File: config.mk
export PLATFORM = sky130hd
export DESIGN_NAME = ifetch_unit
export DESIGN_NICKNAME = d
export VERILOG_FILES = /design/src/rtl/ifetch_unit.sv
export SDC_FILE = /design/constraint.sdc
export NUM_CORES = 1
export LEC_CHECK = 0
export BUFFER_PORTS_ARGS = -buffer_cell sky130_fd_sc_hd__buf_2
export CORE_MARGIN = 5
export CORE_UTILIZATION = 56
export DETAILED_ROUTE_END_ITERATION = 12
export GPL_ROUTABILITY_DRIVEN = 0
export PLACE_DENSITY = 0.89
export SLEW_MARGIN = 20
export SYNTH_ARGS = -nofsm -noshare
export SYNTH_HDL_FRONTEND = slang
export SYNTH_SLANG_ARGS = --single-unit
File: constraint.sdc
create_clock -name clk -period 5.5 [get_ports clk]
set_input_delay 1.1 -clock clk [delete_from_list [all_inputs] [get_ports clk]]
set_output_delay 1.1 -clock clk [all_outputs]
set_load 0.05 [all_outputs]
File: src/rtl/ifetch_unit.sv
// Instruction fetch front end: keeps up to two fetches in flight, buffers returned
// words in a 2-entry FIFO and handles load bubbles and branch/jalr redirects.
module ifetch_unit #(
  parameter logic [31:0] RESET_PC = 32'h0000_0000,
  parameter logic [31:0] NOP_INSN = 32'h0000_0013
) (
  input  logic        clk,
  input  logic        rst,
  output logic        imem_req_valid,
  input  logic        imem_req_ready,
  output logic [31:0] imem_addr,
  input  logic        imem_rsp_valid,
  input  logic [31:0] imem_rsp_data,
  output logic [31:0] instruction,
  output logic [31:0] pc,
  output logic        insn_valid,
  input  logic        stall,
  input  logic        pc_add_sel,
  input  logic        pc_next_sel,
  input  logic [31:0] imm_val,
  input  logic [31:0] jalr_target,
  output logic        delayed_load,
  output logic [4:0]  delayed_rd
);

  typedef enum logic {RUN, LOAD2} state_t;

  state_t      state;
  logic [31:0] fetch_pc;
  logic [31:0] last_pc;
  logic [1:0]  outstanding;
  logic [1:0]  drop_cnt;
  logic [1:0]  count;
  logic        wr_ptr;
  logic        rd_ptr;
  logic [31:0] fifo_pc   [2];
  logic [31:0] fifo_insn [2];

  logic        redirect;
  logic [31:0] target;
  logic        accept;
  logic        rsp_drop;
  logic        rsp_take;
  logic        push;
  logic        pop;
  logic [1:0]  out_nxt;
  logic [1:0]  drop_nxt;
  logic [31:0] rsp_pc;

  function automatic logic [31:0] redirect_target(
    input logic        use_jalr,
    input logic [31:0] jalr_addr,
    input logic [31:0] base,
    input logic [31:0] offset
  );
    logic [31:0] t;
    t = use_jalr ? jalr_addr : base + offset;
    return {t[31:2], 2'b00};
  endfunction

  always_comb begin
    insn_valid     = (count != 2'd0) && (state == RUN);
    instruction    = insn_valid ? fifo_insn[rd_ptr] : NOP_INSN;
    pc             = insn_valid ? fifo_pc[rd_ptr] : last_pc;
    delayed_load   = (state == LOAD2);
    redirect       = insn_valid && !stall && (pc_add_sel || pc_next_sel);
    target         = redirect_target(pc_next_sel, jalr_target, pc, imm_val);
    imem_addr      = fetch_pc;
    imem_req_valid = rst && !redirect && (({1'b0, outstanding} + {1'b0, count}) < 3'd2);
    accept         = imem_req_valid && imem_req_ready;
    rsp_drop       = imem_rsp_valid && (drop_cnt != 2'd0);
    rsp_take       = imem_rsp_valid && (drop_cnt == 2'd0);
    push           = rsp_take && !redirect;
    // A stalled load is consumed too; only a redirect leaves the head in place before the flush.
    pop            = insn_valid && !redirect;
    out_nxt        = outstanding + {1'b0, accept} - {1'b0, rsp_take};
    drop_nxt       = drop_cnt - {1'b0, rsp_drop};
    // Live requests are consecutive words ending just below fetch_pc, so the oldest one is recovered here.
    rsp_pc         = fetch_pc - {28'd0, outstanding, 2'b00};
  end

  // Control stage: fetch pointer, in-flight bookkeeping, FIFO occupancy and load FSM
  always_ff @(posedge clk or negedge rst) begin
    if (!rst) begin
      state       <= RUN;
      fetch_pc    <= RESET_PC;
      last_pc     <= 32'd0;
      outstanding <= 2'd0;
      drop_cnt    <= 2'd0;
      count       <= 2'd0;
      wr_ptr      <= 1'b0;
      rd_ptr      <= 1'b0;
      delayed_rd  <= 5'd0;
    end else begin
      if (redirect) begin
        fetch_pc <= target;
      end else if (accept) begin
        fetch_pc <= fetch_pc + 32'd4;
      end

      if (insn_valid) begin
        last_pc <= fifo_pc[rd_ptr];
      end

      if (redirect) begin
        outstanding <= 2'd0;
        drop_cnt    <= drop_nxt + out_nxt;
        count       <= 2'd0;
        wr_ptr      <= 1'b0;
        rd_ptr      <= 1'b0;
      end else begin
        outstanding <= out_nxt;
        drop_cnt    <= drop_nxt;
        count       <= count + {1'b0, push} - {1'b0, pop};
        wr_ptr      <= wr_ptr ^ push;
        rd_ptr      <= rd_ptr ^ pop;
      end

      case (state)
        RUN: begin
          if (insn_valid && stall) begin
            state      <= LOAD2;
            delayed_rd <= instruction[11:7];
          end
        end
        LOAD2:   state <= RUN;
        default: state <= RUN;
      endcase
    end
  end

  // Data stage: FIFO storage, written only on push
  always_ff @(posedge clk) begin
    if (push) begin
      fifo_pc[wr_ptr]   <= rsp_pc;
      fifo_insn[wr_ptr] <= imem_rsp_data;
    end
  end

endmodule

Yosys cells after proc, flatten, opt, wreduce, memory -nomap -nowiden
Memories as Yosys holds them, arrays and structs flattened.
Cells that the tools add are included.
{ "word_totals": {"register_bits": 78, "ramBits": 128, "out_inout_bits": 104, "elab_cells": 58, "memories": 2} }
{ "mem_list": {"columns": ["name", "depth", "width", "read_ports", "rd_ports_with_merged_regs", "write_ports", "line_no", "rtl"], "rows": [
  ["fifo_insn", 2, 32, 1, 0, 1, "37", "logic [31:0] fifo_insn [2];"],
  ["fifo_pc", 2, 32, 1, 0, 1, "36", "logic [31:0] fifo_pc [2];"]
]} }
{ "op_classes": {"addsub": 10, "n_lt_le_gt_ge": 1, "mux": 14, "bitwise": 3, "reduce_logical": 19} }
{ "ops": {"columns": ["cell", "count"], "rows": [
  ["32-bit two-way mux", 5],
  ["32-bit by 3-bit adder with 32-bit output (second input constant)", 1],
  ["32-bit adder", 1],
  ["32-bit by 4-bit subtractor with 32-bit output", 1],
  ["1-bit logical AND", 11],
  ["2-bit two-way mux", 3],
  ["2-bit nonzero test", 3],
  ["2-bit by 1-bit subtractor with 2-bit output", 3],
  ["1-bit two-way mux", 5],
  ["2-bit by 1-bit adder with 2-bit output", 2],
  ["2-bit by 2-bit adder with 3-bit output", 1],
  ["3-bit by 2-bit < comparator with 1-bit output (second input constant)", 1],
  ["2-bit adder", 1],
  ["1-bit zero test", 2],
  ["2-bit zero test", 1],
  ["1-bit one-hot mux with 2 select lines", 1],
  ["2-bit AND reduction", 1],
  ["1-bit XOR", 2],
  ["1-bit logical OR", 1],
  ["1-bit inverter", 1]
]} }

Logic depth before layout (Yosys ltp)
Gate-level depths: netlist (run 1).
{ "depth": {"ltp_word": 12, "mapped_depth": 16} }

Worst setup path before layout (run 1)
No wires, ideal clock.
{ "synth_timing": {"path_type": "reg2reg", "from": "register rd_ptr", "to": "register fetch_pc[31], in the netlist imem_addr[31]", "setup_time_ns": 0.086, "arrival_time_ns": 5.057, "required_time_ns": 5.414, "slack_ns": 0.357, "path_stages_with_launch": 15, "n_path_buf": 3, "synth_period_minus_slack_ns": 5.143, "cell_sequence": "dfrtp_1 -> clkbuf_1 -> clkbuf_1 -> buf_1 -> mux2i_1 -> o21ai_0 -> ha_1 -> a21oi_1 -> o21ai_2 -> a21oi_2 -> o311ai_1 -> a211oi_1 -> o22ai_1 -> a32o_1 -> nor3_1"} }
{ "synth_via": {"elab_chain_cells": 5} }
{ "synth_rtl": {"columns": ["element", "line_no", "rtl"], "rows": [
  ["start: declaration", "35", "logic rd_ptr;"],
  ["start signal: assignment", "116", "rd_ptr <= rd_ptr ^ pop;"],
  ["memory 2 x 32 bit", null, null],
  ["32-bit two-way mux", null, null],
  ["named net pc[2]", "15", "output logic [31:0] pc,"],
  ["32-bit adder", "57", "t = use_jalr ? jalr_addr : base + offset;"],
  ["32-bit two-way mux", "57", null],
  ["32-bit two-way mux", "95", "if (redirect) begin"],
  ["end signal: assignment", "96", "fetch_pc <= target;"],
  ["end signal: assignment", "98", "fetch_pc <= fetch_pc + 32'd4;"],
  ["end: declaration", "29", "logic [31:0] fetch_pc;"]
]} }
The timed path passes the listed nets, and every way through them passes these cells.
A chain may end at the register's enable or synchronous reset.

Worst setup path in the final report (run 1)
{ "layout_timing": {"from": "register count[0]", "to": "register fetch_pc[31], in the netlist imem_addr[31]"} }
{ "layout_via": {"elab_chain_cells": 9} }
{ "layout_rtl": {"columns": ["element", "line_no", "rtl"], "rows": [
  ["start: declaration", "33", "logic [1:0] count;"],
  ["start signal: assignment", "114", "count <= count + {1'b0, push} - {1'b0, pop};"],
  ["parallel branches: the longest is 9 deep, another holds 32-bit adder", null, null]
]} }
Parallel ways; which one is timed is not known.

==> results of run 1 <==
cells in the final DEF, fill, tap and decap left out, types with 11 or more instances in the layout:
master	n
buf_2	201
inv_1	25
a211oi_1	19
a21o_1	12
xnor2_1	45
ha_1	41
xor2_1	37
edfxtp_1	124
a21oi_1	42
nand3_1	21
nand4_1	12
clkbuf_16	17
nor2_1	97
o21ai_0	61
nor3_1	21
buf_4	11
nand2_1	82
mux2i_1	67
dfrtp_1	75
cell families (layout without fill, tap and decap cells):
kind of cell             count (synthesis)  after routing  share of synthesized area
flip-flops                             200            200                      0.524
multiplexers                            70             70                     0.0656
AO/OA/AOI/OAI                          201            201                      0.119
buffers and inverters                   85            274                     0.0330
adder cells (fa/ha/maj)                 45             45                     0.0538
AND/OR/NAND/NOR                        297            297                      0.137
other                                    1              3                   0.000349
XOR/XNOR                                82             82                     0.0669
final cells by class:
| type | count | area [µm²] | area share |
|---|---|---|---|
| inverter | 28 | 113 | 0.00897 |
| timing repair buffer | 214 | 1130 | 0.0899 |
| sequential | 200 | 5630 | 0.448 |
| antenna | 1 | 2.50 | 0.000199 |
| multi-input combinational | 697 | 4780 | 0.380 |
| tap | 234 | 293 | 0.0233 |
| clock buffer | 17 | 425 | 0.0339 |
| clock inverter | 15 | 186 | 0.0149 |
through the flow:
stage                     hold slack, ns  utilization  instances  worst slack, ns  cell area [µm²]
after global routing               0.526        0.669       1406            0.983            12600
after detailed placement           0.478        0.636       1373             1.34            11900
after global placement             0.479        0.636       1373             1.44            11900
after CTS                          0.503        0.669       1405             1.30            12600
final                              0.497        0.669       1406             1.20            12600
after floorplan                    0.596            -        982            0.357            10700
cells in the mapped netlist, types with 21 or more instances:
cell      number  area share
edfxtp_1     124        0.35
nor2_1        97       0.034
nand2_1       82       0.029
dfrtp_1       76        0.18
mux2i_1       67       0.062
o21ai_0       61       0.028
xnor2_1       45       0.037
ha_1          43       0.050
a21oi_1       42       0.020
clkbuf_1      41       0.014
xor2_1        37       0.030
inv_1         25      0.0087
nand3_1       21      0.0098
nor3_1        21      0.0098
layer usage:
layer  up-vias  track usage  part of all wire
met1      4131        0.339              0.39
met2       490        0.437              0.48
met4         0       0.0873             0.029
met5         -            0                 0
li1       3914            -                 -
met3        82       0.0661              0.10
flip-flops by register name, summed over array words and instances, names as in the netlist, 2 cells and up:
register / cells
fifo_pc: 60
imem_addr: 30
last_pc: 32
drop_cnt: 2
count: 2
delayed_rd: 5
fifo_insn: 64
outstanding: 2
critical path, stage by stage, from the launching register on:
cell and delay, ns:
dfrtp_1 0.44, o21bai_4 0.65, buf_4 0.30, buf_4 0.28
nand2_1 0.08, o21ai_0 0.15, ha_1 0.39, a21oi_1 0.20
o21bai_1 0.11, nand4_1 0.11, a21boi_0 0.09, a211oi_1 0.60
o22ai_1 0.26, a32o_1 0.32, nor3_1 0.20
path summary, 6_finish.rpt:
| path | end | slack [ns] | depth (start not counted) |
|---|---|---|---|
| hold reg to reg | delayed_rd[1] | 0.50 | 1 |
| setup reg to reg | imem_addr[31] | 1.20 | 14 |
| setup / recovery | imem_addr[31] | 1.20 | 14 |
| max in group asynchronous | delayed_rd[1] | 3.84 | 2 |
| min in group asynchronous | last_pc[26] | 0.64 | 1 |
| hold / removal | delayed_rd[1] | 0.50 | 1 |
==> flow_metrics.tcl, run 1 <==
set metrics [dict create \
    antenna_found_initial 1 \
    nFillCells 1361 \
    startpoint "count[0]" \
    die_h_um 148 \
    setup_viol 0 \
    initial_core_util 0.572 \
    insertion_delay_ns 0.44 \
    cts_root_buffer "clkbuf_16" \
    hp-class "reg -> reg" \
    maxCapViolations 0 \
    die-area_um2 22000 \
    netlist_area_um2 10700 \
    path_clk_slew_ns 0.08 \
    overflow 0 \
    yosys_most_used_dff "edfxtp_1" \
    post_drt_wl_per_cell_um 20.8 \
    pin_count 207 \
    path_class "reg -> reg" \
    portBuffers 202 \
    fmax_ghz 0.233 \
    start_kind "flop" \
    numCtsBuffers 17 \
    drive_above_1_share 0.236 \
    rsz0062_at_grt "no" \
    grt_usage 0.263 \
    drv_slew 0 \
    grt_max_degree 63 \
    finalHoldViolCount 0 \
    r2r_start "count[0]" \
    synthCells 981 \
    synth_edf_count 124 \
    crit_required_ns 5.85 \
    row_count 50 \
    ctsResizeCount 0 \
    worst_pin_slew_ns 0.811 \
    async_reset_ff_frac 0.380 \
    first_pass_iters 5 \
    synth-seq-cells 200 \
    ys_seq_area_frac 0.524 \
    hold_buffers 0 \
    drtAntennaViolNets 0 \
    drtIter0Drc 1094 \
    arrival_ns 4.65 \
    first_global_vias 8686 \
    viasPerCell 6.13 \
    cts.sinks 200 \
    min_from "delayed_rd[1]" \
    flow.area_growth_from_synthesis_pct 16.9 \
    post-route-min-period_ns 4.30 \
    syn_avg_cell_area_um2 10.9 \
    finalClockSkew_ns 0.0125 \
    ys_warn_count 0 \
    fin_nets 1306 \
    post-cts-setup-buffers 0 \
    endpoint_kind "flop" \
    cts_buffer_depth 2 \
    place_hpwl_mm 20.8 \
    status "complete, no violations" \
    relSlewSlack 0.454 \
    route.detailed.drc 0 \
    die_x_um 148 \
    tns_ns 0 \
    fin_crit_sh 0.781 \
    wirelength_mm 29.3 \
    ys_types 77 \
    grt_pass1_wl_mm 45.8 \
    cp_max_fo 32 \
    vias 8617 \
    core_um2 18800 \
    cts_max_level 4 \
    cts_tree "yes" \
]
Power of run 1 is not shown: default switching activity piles up to over one toggle a cycle in this logic, so the estimate is an artifact.
==> run 2, diff against run 1 <==
--- a/config.mk
+++ b/config.mk
@@ -7,10 +7,10 @@
 export LEC_CHECK = 0
 export BUFFER_PORTS_ARGS = -buffer_cell sky130_fd_sc_hd__buf_2
 export CORE_MARGIN = 5
-export CORE_UTILIZATION = 56
+export CORE_UTILIZATION = 51
 export DETAILED_ROUTE_END_ITERATION = 12
 export GPL_ROUTABILITY_DRIVEN = 0
-export PLACE_DENSITY = 0.89
+export PLACE_DENSITY = 0.85
 export SLEW_MARGIN = 20
 export SYNTH_ARGS = -nofsm -noshare
 export SYNTH_HDL_FRONTEND = slang
==> constraint.sdc (replaced) <==
create_clock -name clk -period 3.6 [get_ports clk]
set_input_delay 0.72 -clock clk [delete_from_list [all_inputs] [get_ports clk]]
set_output_delay 0.72 -clock clk [all_outputs]
set_load 0.05 [all_outputs]
==> run 2 against run 1 <==
  * Non-clock buffer count increased by 16
  * Register-to-register slack got worse by 1.0 ns
  * Critical path depth unchanged
  * Wire length decreased by 1.2%
  * First-iteration DRC count decreased by 40%
  * Die area increased by 9.1%
  * Maximum frequency increased by 26%
  * Critical path type unchanged
==> flow_metrics.tcl, run 2 (synthesis results as in run 1) <==
set metrics [dict create \
    insertion_delay_ns 0.45 \
    cts_root_buffer "clkbuf_16" \
    place_ws_ns 0.123 \
    die_h_um 155 \
    wirelength_mm 28.9 \
    crit_cells 14 \
    portBuffers 202 \
    hold_buffers 0 \
    overflow 0 \
    cpPeakStageDelay_ns 0.43 \
    worst_pin_slew_ns 0.786 \
    tns_ns 0 \
    die-area_um2 24100 \
    crit_family "compound AO/OA/AOI/OAI gates" \
    maxCapViolations 0 \
    cts_buffer_depth 2 \
    first_global_vias 8217 \
    place_hpwl_mm 21.0 \
    post_drt_wl_per_cell_um 19.8 \
    path_clk_slew_ns 0.07 \
    endpoint_kind "flop" \
    finalHoldViolCount 0 \
    r2r_start "count[1]" \
    row_count 53 \
    path_class "reg -> reg" \
    cts_tree "yes" \
    drv_slew 0 \
    grt_usage 0.237 \
    path_cells "o21bai_4, buf_4, buf_12, nand2_1, o21ai_4, ha_1, a21oi_2, nand3_1, a2111o_1, and2_1, a311oi_1, nor2_1, a221oi_1, a21oi_1" \
    slowest_stage "a2111o_1" \
    r2r_setup_slack_ns 0.18 \
    viasPerCell 5.83 \
    numCtsBuffers 17 \
    setup_viol 0 \
    grt_max_degree 57 \
    nFillCells 1663 \
    cts.sinks 200 \
    initial_core_util 0.514 \
    final_cell_mix "buf_2 (201), edfxtp_1 (124), nor2_1 (97)" \
    crit_required_ns 3.91 \
    top_register "fifo_insn" \
    fin_crit_sh 0.950 \
    finalClockSkew_ns 0.00685 \
    arrival_ns 3.73 \
    flow.area_growth_from_synthesis_pct 20.2 \
    pin_count 207 \
    final_core_util 0.618 \
    drtIter0Drc 659 \
    largest_reg_flops 64 \
    r2r-end "imem_addr[20]" \
    die_x_um 155 \
    fmax_ghz 0.292 \
    setup_slack_ns 0.180 \
    drtAntennaViolNets 0 \
    cts_max_level 4 \
    hp-class "in -> async" \
    drive_above_1_share 0.270 \
    status "complete, no violations" \
    post-route-min-period_ns 3.42 \
    cp_num_buf_inv 2 \
    cp_max_fo 20 \
    fin_nets 1322 \
    vias 8531 \
    hold_ws_ns 0.327 \
    first_pass_iters 8 \
    top_regs "fifo_insn (64), fifo_pc (60), last_pc (32)" \
    relSlewSlack 0.476 \
    grt_pass1_wl_mm 44.6 \
    antenna_found_initial 5 \
    start_kind "flop" \
    final_common_cell "buf_2" \
    route.detailed.drc 0 \
    core_um2 20900 \
    rr_worst_depth 14 \
]
## run 2: cell type report
cell class	instances	area, µm²	area share
multi-input combinational	697	4920	0.381
tap	275	344	0.0267
clock inverter	15	160	0.0124
inverter	28	113	0.00872
sequential	200	5630	0.436
antenna	2	5.00	0.000388
clock buffer	17	425	0.0330
timing repair buffer	230	1310	0.102
## run 2: how the worst max path moves through the flow
stage,start,endpoint
final,count[1],imem_addr[20]
after global routing,count[1],imem_addr[29]
after CTS,count[0],imem_addr[29]
after detailed placement,count[0],imem_addr[29]
after global placement,count[0],imem_addr[24]
after floorplan,pc_next_sel,fifo_insn[1][0]
## run 2: worst reg2reg max path, delay by kind of cell, from the launching register on
| kind | cells | cell delay, ns |
|---|---|---|
| DFF | 1 | 0.42 |
| and+or+nand+nor | 4 | 0.54 |
| adders and majority gates | 1 | 0.34 |
| AOI/OAI and AO/OA | 7 | 1.65 |
| buffers and inverters | 2 | 0.33 |
## run 2: layer usage
layer  share of wire  wire length (µm)  global-route usage  vias up
li1                -                 -                   -     3960
met1            0.40             11600               0.304     4100
met2            0.49             14300               0.392      378
met3           0.067              1940              0.0501       87
met4           0.039              1140              0.0976        6
met5          0.0014                40                   0        -
## run 2: through the flow
stage	std cells	cell area [µm²]
finish	1464	12900
floorplan	982	10900
CTS	1458	12800
global route	1464	12900
global placement	1426	12200
detailed placement	1426	12200
## run 2: timing repair
item                       CTS  global route
setup buffers                0             3
gates resized for setup      0             7
setup endpoints to repair    0            10
Power of run 2 is left out for the same reason.
